**src/rtl/scan_bist_pkg.sv**
```systemverilog
// Shared types and defaults for the scan-chain BIST controller and its latency counter.
// Pure declarations: no logic, no latency, no flow control.
package scan_bist_pkg;

  localparam int CHAIN_LEN_DEF  = 80;
  localparam int NUM_PASSES_DEF = 4;

  typedef enum logic [2:0] {IDLE, FLUSH, INJECT, WAIT, DONE} state_t;
  typedef enum logic [1:0] {NONE, EARLY, LATE, TIMEOUT} err_kind_t;

endpackage

```
**src/rtl/scan_bist_lat_cnt.sv**
```systemverilog
// Loadable saturating up-counter with compares at LEN and 2*LEN; load wins over count.
// One-cycle register latency; no backpressure, the counter always accepts load/enable.
module scan_bist_lat_cnt #(
  parameter int LEN = 80,
  parameter int W   = $clog2(2*LEN+1)
) (
  input  logic         clk,
  input  logic         rst_n,
  input  logic         load_i,
  input  logic [W-1:0] load_val_i,
  input  logic         en_i,
  output logic [W-1:0] cnt_o,
  output logic         eq_len_o,
  output logic         eq_2len_o
);
  import scan_bist_pkg::*;

  logic [W-1:0] cnt_q, cnt_d;

  always_comb begin
    cnt_d = cnt_q;
    if (load_i) begin
      cnt_d = load_val_i;
    end else if (en_i && (cnt_q != '1)) begin
      cnt_d = cnt_q + W'(1);
    end
  end

  always_ff @(posedge clk or negedge rst_n) begin
    if (!rst_n) begin
      cnt_q <= '0;
    end else begin
      cnt_q <= cnt_d;
    end
  end

  assign cnt_o     = cnt_q;
  assign eq_len_o  = (cnt_q == W'(LEN));
  assign eq_2len_o = (cnt_q == W'(2*LEN));

endmodule

```
**src/rtl/scan_chain_bist_ctrl.sv**
```systemverilog
// Scan-chain BIST sequencer: flushes, injects one-cycle markers, checks arrival latency per pass.
// All outputs registered (one cycle after the deciding input); start ignored while busy, abort ends the run.
module scan_chain_bist_ctrl
  import scan_bist_pkg::*;
#(
  parameter int  CHAIN_LEN  = CHAIN_LEN_DEF,
  parameter int  NUM_PASSES = NUM_PASSES_DEF,
  parameter int  ERR_W      = 8,
  localparam int LAT_W      = $clog2(2*CHAIN_LEN+1),
  localparam int PIDX_W     = $clog2(NUM_PASSES+1)
) (
  input  logic              clk,
  input  logic              Reset_n,
  input  logic              start,
  input  logic              abort,
  input  logic              sc_tail,
  output logic              sc_head,
  output logic              test_en,
  output logic              busy,
  output logic              done,
  output logic              pass,
  output logic [ERR_W-1:0]  err_cnt,
  output logic [LAT_W-1:0]  last_latency,
  output logic [PIDX_W-1:0] pass_idx
);

  state_t              state_q, state_d;
  err_kind_t           err_kind;
  logic                term;
  logic                sc_head_q, test_en_q, busy_q, done_q, pass_q, pass_d, busy_d;
  logic [ERR_W-1:0]    err_cnt_q, err_cnt_d;
  logic [LAT_W-1:0]    lat_q, lat_d;
  logic [PIDX_W-1:0]   pidx_q, pidx_d;
  logic [LAT_W-1:0]    cnt, cnt_load_val;
  logic                cnt_load, eq_len, eq_2len;

  // FLUSH counts 1..CHAIN_LEN so it lasts exactly CHAIN_LEN cycles; INJECT starts at 0 so the
  // count in WAIT equals cycles elapsed since sc_head was high.
  assign cnt_load     = (state_d != state_q) && ((state_d == FLUSH) || (state_d == INJECT));
  assign cnt_load_val = (state_d == FLUSH) ? LAT_W'(1) : '0;

  scan_bist_lat_cnt #(.LEN(CHAIN_LEN), .W(LAT_W)) u_lat_cnt (
    .clk        (clk),
    .rst_n      (Reset_n),
    .load_i     (cnt_load),
    .load_val_i (cnt_load_val),
    .en_i       (state_q != IDLE),
    .cnt_o      (cnt),
    .eq_len_o   (eq_len),
    .eq_2len_o  (eq_2len)
  );

  always_comb begin
    state_d   = state_q;
    err_kind  = NONE;
    term      = 1'b0;
    err_cnt_d = err_cnt_q;
    lat_d     = lat_q;
    pidx_d    = pidx_q;
    pass_d    = pass_q;
    case (state_q)
      IDLE: begin
        if (start && !abort) begin
          state_d   = FLUSH;
          err_cnt_d = '0;
          pidx_d    = '0;
          pass_d    = 1'b0;
        end
      end
      FLUSH: begin
        if (abort)       state_d = DONE;
        else if (eq_len) state_d = INJECT;
      end
      INJECT: begin
        state_d = abort ? DONE : WAIT;
      end
      WAIT: begin
        if (abort) begin
          state_d = DONE;
        end else begin
          if (sc_tail) begin
            term = 1'b1;
            if (cnt < LAT_W'(CHAIN_LEN))       err_kind = EARLY;
            else if (cnt != LAT_W'(CHAIN_LEN)) err_kind = LATE;
          end else if (eq_2len) begin
            term     = 1'b1;
            err_kind = TIMEOUT;
          end
          if (term) begin
            pidx_d = pidx_q + PIDX_W'(1);
            lat_d  = (err_kind == TIMEOUT) ? '1 : cnt;
            if ((err_kind != NONE) && (err_cnt_q != '1)) err_cnt_d = err_cnt_q + ERR_W'(1);
            if (pidx_d == PIDX_W'(NUM_PASSES)) state_d = DONE;
            else if (err_kind == NONE)         state_d = INJECT;
            else                               state_d = FLUSH;
          end
        end
      end
      DONE: begin
        state_d = IDLE;
      end
      default: state_d = IDLE;
    endcase
    if ((state_q != DONE) && (state_d == DONE)) pass_d = !abort && (err_cnt_d == '0);
  end

  assign busy_d = (state_d == FLUSH) || (state_d == INJECT) || (state_d == WAIT);

  always_ff @(posedge clk or negedge Reset_n) begin
    if (!Reset_n) begin
      state_q   <= IDLE;
      sc_head_q <= 1'b0;
      test_en_q <= 1'b0;
      busy_q    <= 1'b0;
      done_q    <= 1'b0;
      pass_q    <= 1'b0;
      err_cnt_q <= '0;
      lat_q     <= '0;
      pidx_q    <= '0;
    end else begin
      state_q   <= state_d;
      sc_head_q <= (state_d == INJECT);
      test_en_q <= busy_d;
      busy_q    <= busy_d;
      done_q    <= (state_d == DONE);
      pass_q    <= pass_d;
      err_cnt_q <= err_cnt_d;
      lat_q     <= lat_d;
      pidx_q    <= pidx_d;
    end
  end

  assign sc_head      = sc_head_q;
  assign test_en      = test_en_q;
  assign busy         = busy_q;
  assign done         = done_q;
  assign pass         = pass_q;
  assign err_cnt      = err_cnt_q;
  assign last_latency = lat_q;
  assign pass_idx     = pidx_q;

endmodule

```
**config.mk**
```make
export PLATFORM = sky130hd
export DESIGN_NAME = scan_chain_bist_ctrl
export DESIGN_NICKNAME = d
export VERILOG_FILES = /design/src/rtl/scan_bist_pkg.sv /design/src/rtl/scan_bist_lat_cnt.sv /design/src/rtl/scan_chain_bist_ctrl.sv
export SDC_FILE = /design/constraint.sdc
export NUM_CORES = 1
export LEC_CHECK = 0
export BUFFER_PORTS_ARGS = -buffer_cell sky130_fd_sc_hd__buf_2
export CORE_UTILIZATION = 60
export DETAILED_ROUTE_END_ITERATION = 8
export PLACE_DENSITY = 0.84
export SLEW_MARGIN = 10
export SYNTH_ARGS = -nofsm -noshare
export SYNTH_HDL_FRONTEND = slang
export SYNTH_SLANG_ARGS = --single-unit
```
**constraint.sdc**
```tcl
create_clock -name clk -period 5.7 [get_ports clk]
set_clock_uncertainty 0.05 [all_clocks]
set_input_delay 0.285 -clock clk [delete_from_list [all_inputs] [get_ports clk]]
set_output_delay 0.285 -clock clk [all_outputs]
set_load 0.1 [all_outputs]
```
### After elaboration in Yosys (flattened, before gate mapping)

Cells that the tools add are included.

* flip-flop bits (word level): 34
* input port bits: 5
* output and inout port bits: 24
* word-level logic and storage cells: 89

* add/sub/neg operators: 3
* $lt $le $gt $ge: 1
* eq/ne operators: 19
* mux-type cells: 35
* bitwise gates (word level): 1
* reduce and logical (&&, ||, !) cells: 21

Operators by type and width (count)
* $mux 8: 7
* $mux 3: 10
* $add 8x1->8 const B: 2
* $ne 8x8->1 const B: 2
* $pmux 8 s2: 1
* $mux 2: 7
* $eq 3x2->1 const B: 4
* $pmux 3 s4: 1
* $reduce_bool 2->1: 5
* $eq 8x7->1 const B: 1
* $eq 8x8->1 const B: 1
* $logic_not 8->1: 1
* $lt 8x7->1 const B: 1
* $mux 1: 8
* $ne 8x7->1 const B: 1
* $eq 3x1->1 const B: 2
* $eq 3x3->1 const B: 2
* $logic_and 1x1->1: 6
* $ne 2x2->1 const B: 3
* $pmux 3 s2: 1
* $reduce_and 4->1: 1
* $add 3x1->3 const B: 1
* $logic_not 3->1: 1
* $ne 3x3->1: 1
* other kinds (9): 10

### Depth between registers and ports, before layout

* word-level depth: 16
* gate-level depth with buffers: 9
* depth with buffers taken out: 9

### By module

Synthesis repeated with hierarchy kept, for this count alone.

* cells, all modules: 237
* area total of the unflattened synthesis: 2323.5 um^2

Modules (own cells, without submodules)
* scan_chain_bist_ctrl: times used 1, cells an instance 169, area an instance 1716.6 um^2, seq. area each 650.6 um^2
* scan_bist_lat_cnt: times used 1, cells an instance 68, area an instance 606.8 um^2, seq. area each 200.2 um^2

### Worst setup path before layout

Ideal clock, no wire load.

* path type: reg-to-reg
* start: reg err_cnt_q[3] (netlist: err_cnt[3])
* end: reg pass_q (netlist: pass)
* library setup time: 0.104 ns
* arrival: 2.633 ns
* required time: 5.546 ns
* path slack: 2.913 ns
* stages on the path, launching flop included: 9
* path buffers: 2
* clock period less this slack: 2.787 ns
* path through: dfrtp_1 -> buf_2 -> and4_1 -> and4_4 -> nor4_4 -> buf_4 -> a2111oi_2 -> nand4b_1 -> o41ai_2

* word-level cells in the longest chain between the ends: 9
* elaborated cells between the ends (all ways): 11
* classes of those cells: add/sub (1); eq/ne (1); mux (6); reduce/logical (3)

RTL lines
* start: declaration: line scan_chain_bist_ctrl.sv:31 `logic [ERR_W-1:0] err_cnt_q, err_cnt_d;`
* start signal: assignment: line scan_chain_bist_ctrl.sv:127 `err_cnt_q <= err_cnt_d;`
* parallel branches: the longest is 5 deep, another holds $add 8x1->8
* $pmux 8 s2 (*): line scan_chain_bist_ctrl.sv:61 `case (state_q)`
* $logic_not 8->1 (*): line scan_chain_bist_ctrl.sv:104 `if ((state_q != DONE) && (state_d == DONE)) pass_d = !abort && (err_cnt_d == '0);`
* $logic_and 1x1->1 (*): line scan_chain_bist_ctrl.sv:104
* $mux 1 (*): line scan_chain_bist_ctrl.sv:104
* end signal: assignment: line scan_chain_bist_ctrl.sv:126 `pass_q <= pass_d;`
* end: declaration: line scan_chain_bist_ctrl.sv:30 `logic sc_head_q, test_en_q, busy_q, done_q, pass_q, pass_d, busy_d;`

Mark *: on every way between the ends.
A chain may end at the register's enable or synchronous reset.

### Worst setup path in the final report

* start: reg u_lat_cnt.cnt_q[0] (netlist: u_lat_cnt.cnt_o[0])
* end: reg pass_q (netlist: pass)

* elaborated cells between the ends (all ways): 36
* classes of those cells: order compare (1); eq/ne (4); mux (22); reduce/logical (9)

RTL lines
* start: declaration: line scan_bist_lat_cnt.sv:18 `logic [W-1:0] cnt_q, cnt_d;`
* start signal: assignment: line scan_bist_lat_cnt.sv:33 `cnt_q <= cnt_d;`
* parallel branches: the longest is 9 deep, another holds $lt 8x7->1
* $mux 8 (*): line scan_chain_bist_ctrl.sv:89 `if (term) begin`
* $mux 8 (*): line scan_chain_bist_ctrl.sv:78 `if (abort) begin`
* $pmux 8 s2 (*): line scan_chain_bist_ctrl.sv:61
* named net err_cnt_d[0]: line scan_chain_bist_ctrl.sv:31
* $logic_not 8->1 (*): line scan_chain_bist_ctrl.sv:104
* $logic_and 1x1->1 (*): line scan_chain_bist_ctrl.sv:104
* $mux 1 (*): line scan_chain_bist_ctrl.sv:104

Mark *: on every way through the listed nets, which the timed path passes. The select of a mux whose other input is x is not followed.

==> results.ini <==
[outcome]
status = finished, final reports clean

[floorplanning]
die_area_um2 = 3430
core_um2 = 3050
ios = 29
row_count = 20
die_w_um = 58.6
initial_utilization_pct = 62.9
dieHeight_um = 58.6

[clocking]
cts_sinks = 34
clkTransAtPathRegs_ps = 110
clockBufferDepth = 2
postCtsSetupBuffers = 0
cts_tree = built
cts-htree-levels = 2
cts-root-buf = clkbuf_4
clk_latency_ps = 350
cts_buffers = 5

[min_path]
hold_end = last_latency[0]
hold_path_class = in2reg
min-delay-start = sc_tail
hold_path_depth = 2

[yosys]
syn-instance-count = 201
synth_area_um2 = 1920
synth_xor_area_share_pct = 4.11
synth.area.mux_share_pct = 0.522
synth_edf_count = 0
seq_area_frac_synth_pct = 44.3
synth_nets = 211
ys_warn_count = 0
synthAdderAreaFrac_pct = 3.26
ys.flop_type = dfrtp_1
synth-compound-area-share_pct = 16.4
async_flop_share_pct = 100
synth-simple-area-share_pct = 27.4
ys_types = 51
ys_ff_latch = 34
synth_area_per_cell_um2 = 9.55
synth_top_family_by_area = simple AND/OR/NAND/NOR gates

[pwr]
comb_power_share_pct = 20.0
p_int_uw = 443
switchingPower_uw = 192
ir_drop_uv = 181
swShare_pct = 30.3
seqPwrFrac_pct = 43.4
leakage_uw = 0.00102
clockPowerShare_pct = 36.5
power_density_nw_per_um2 = 291

[setup_path]
critPathBufInv = 1
worstRegToRegCells = 8
crit_family = compound AO/OA/AOI/OAI gates
cp-startpoint = u_lat_cnt.cnt_o[0]
path_max_fanout = 11
startpoint_type = flop
slowest_stage = nor4_4
r2r_slack_ps = 3130
max_stage_delay_ps = 550
timing.rr.start = u_lat_cnt.cnt_o[0]
crit_path_cell_trace = inv_1 -> ha_1 -> a31oi_4 -> nor4_4 -> o21ai_0 -> a22o_1 -> nand4b_1 -> o41ai_2
rr_endpoint = pass
required_ps = 5900
worst-endpoint-arrival_ps = 2770
crit_type = reg2reg
cp-end-kind = flop

[sta]
hold_viol_final = 0
slew_violations = 0
finalSetupViolations = 0
timing.final.crit_share_pct = 45.1
layout_min_cycle_time_ps = 2570
slew_headroom_pct = 20.4
setup_tns_ps = 0
rsz0062_at_grt = no
fmax_mhz = 389
worst_slew_pin_slew_ps = 1190

[placement]
io_buffers = 28
placed_area_um2 = 2060
gp_congestion = 0.840
dp_hpwl_um = 2860
place_inst = 263

[cells_and_area]
multiInputGateArea_um2 = 991
n_antenna_cell = 0
final_layout_size_suffix_gt1_share_pct = 21.5
nets = 237
fillers = 239
design_area_um2 = 2180
syn2layout_area_growth_pct = 13.8
stdcell_count = 272
regArea_um2 = 851

[detailed_routing]
post_drt_wl_per_cell_um = 14.6
remaining_drc_errors = 0
drtIter0Drc = 100
firstDrtPassIters = 4
ant_nets = 0
vias = 1611
wl_um = 3970
viasPerCell = 5.92

[flow_run]
max-cap-violations = 0

[grt]
grt_max_degree = 35
grt_usage_pct = 26.5
grt_pass1_vias = 1427
grt_pass1_wl_um = 6710
grt_remaining_overflow = 0
antenna_found_initial = 0

## cell usage in the layout (no fill, tap or decap), types with 2 or more instances in the layout
master / count
dfrtp_1: 34
nor2_1: 30
buf_2: 28
nand2_1: 16
o21ai_0: 14
nor3_1: 8
inv_1: 7
a21oi_1: 6
nand3_1: 6
xor2_1: 6
ha_1: 5
clkbuf_4: 5
and3_1: 4
nand2b_1: 4
nand4_1: 4
o21ai_1: 3
a31oi_1: 3
xnor2_1: 3
and4bb_2: 2
a22oi_1: 2
nor3b_2: 2
and4_4: 2
nand3b_1: 2
a22o_1: 2
bufinv_16: 2
## how the worst max path moves through the flow
stage / to / slack, ps / depth (start not counted)
after floorplan: pass / 2910 / 8
after global placement: last_latency[0] / 3280 / 4
after detailed placement: pass / 3170 / 8
after CTS: pass / 3120 / 8
after global routing: pass / 2870 / 8
final: pass / 3130 / 8
## logic make-up (layout without fill, tap and decap cells)
logic type | after synthesis | in the layout
DFF | 34 | 34
and+or+nand+nor | 91 | 91
AOI/OAI and AO/OA | 44 | 44
muxes | 1 | 1
xor gates and xnor gates | 9 | 9
buffers and inverters | 17 | 44
adders and majority gates | 5 | 5
## state kept, by name, summed over array words and instances (netlist names)
| register | flops |
|---|---|
| pass | 1 |
| sc_head | 1 |
| pass_idx | 3 |
| state_q | 3 |
| u_lat_cnt.cnt_o | 8 |
| busy | 1 |
| done | 1 |
| last_latency | 8 |
| err_cnt | 8 |
## synthesized netlist by cell type (3+ instances only)
cell type	count	area share (%)
inv_1	7	1.4
nor2_1	30	5.9
buf_2	5	1.3
o21ai_1	3	0.78
nand2b_1	4	1.3
a21oi_1	6	1.6
nand3_1	6	1.6
nor3_1	8	2.1
nand4_1	4	1.3
nand2_1	16	3.1
ha_1	5	3.3
clkbuf_1	3	0.59
o21ai_0	14	3.7
dfrtp_1	34	44
xor2_1	6	2.7
a31oi_1	3	0.98
xnor2_1	3	1.4
and3_1	4	1.3
## power groups by stage
stage                     Combinational (µW)  Sequential [µW]  Clock, µW
final                                    127              276        232
after floorplan                         83.0              300          0
after CTS                                127              276        237
after detailed placement                 126              280          0
after global placement                   125              280          0
after global routing                     140              279        246
## metal layers
metal	vias to the layer above	share of wire, %	GRT usage, %
li1	774	-	-
met1	773	46	36.3
met2	52	45	38.9
met3	12	5.9	5.49
met4	0	2.7	15.6
met5	-	0	0
## area by class of cell
type / count / area share, %
clock inverter: 2 / 2.75
timing repair buffer: 29 / 6.87
multi-input combinational: 150 / 45.4
inverter: 7 / 1.20
sequential: 34 / 38.9
clock buffer: 6 / 2.35
tap: 44 / 2.52
## stage by stage
stage	util [%]	setup WS, ps	hold WS (ps)	total power [µW]
3_5_place_dp	67.6	3170	344	407
2_1_floorplan	-	2910	-60.6	383
5_1_grt	71.6	2870	141	666
3_3_place_gp	67.6	3280	335	405
4_1_cts	71.6	3120	148	640
6_report	71.6	3130	155	635
## timing repair
item / in CTS / in global routing
hold buffers: 1 / 0
endpoints found under the hold margin: 34 / 0
resized for setup: 0 / 0
Power figures use the tool's default switching activity.
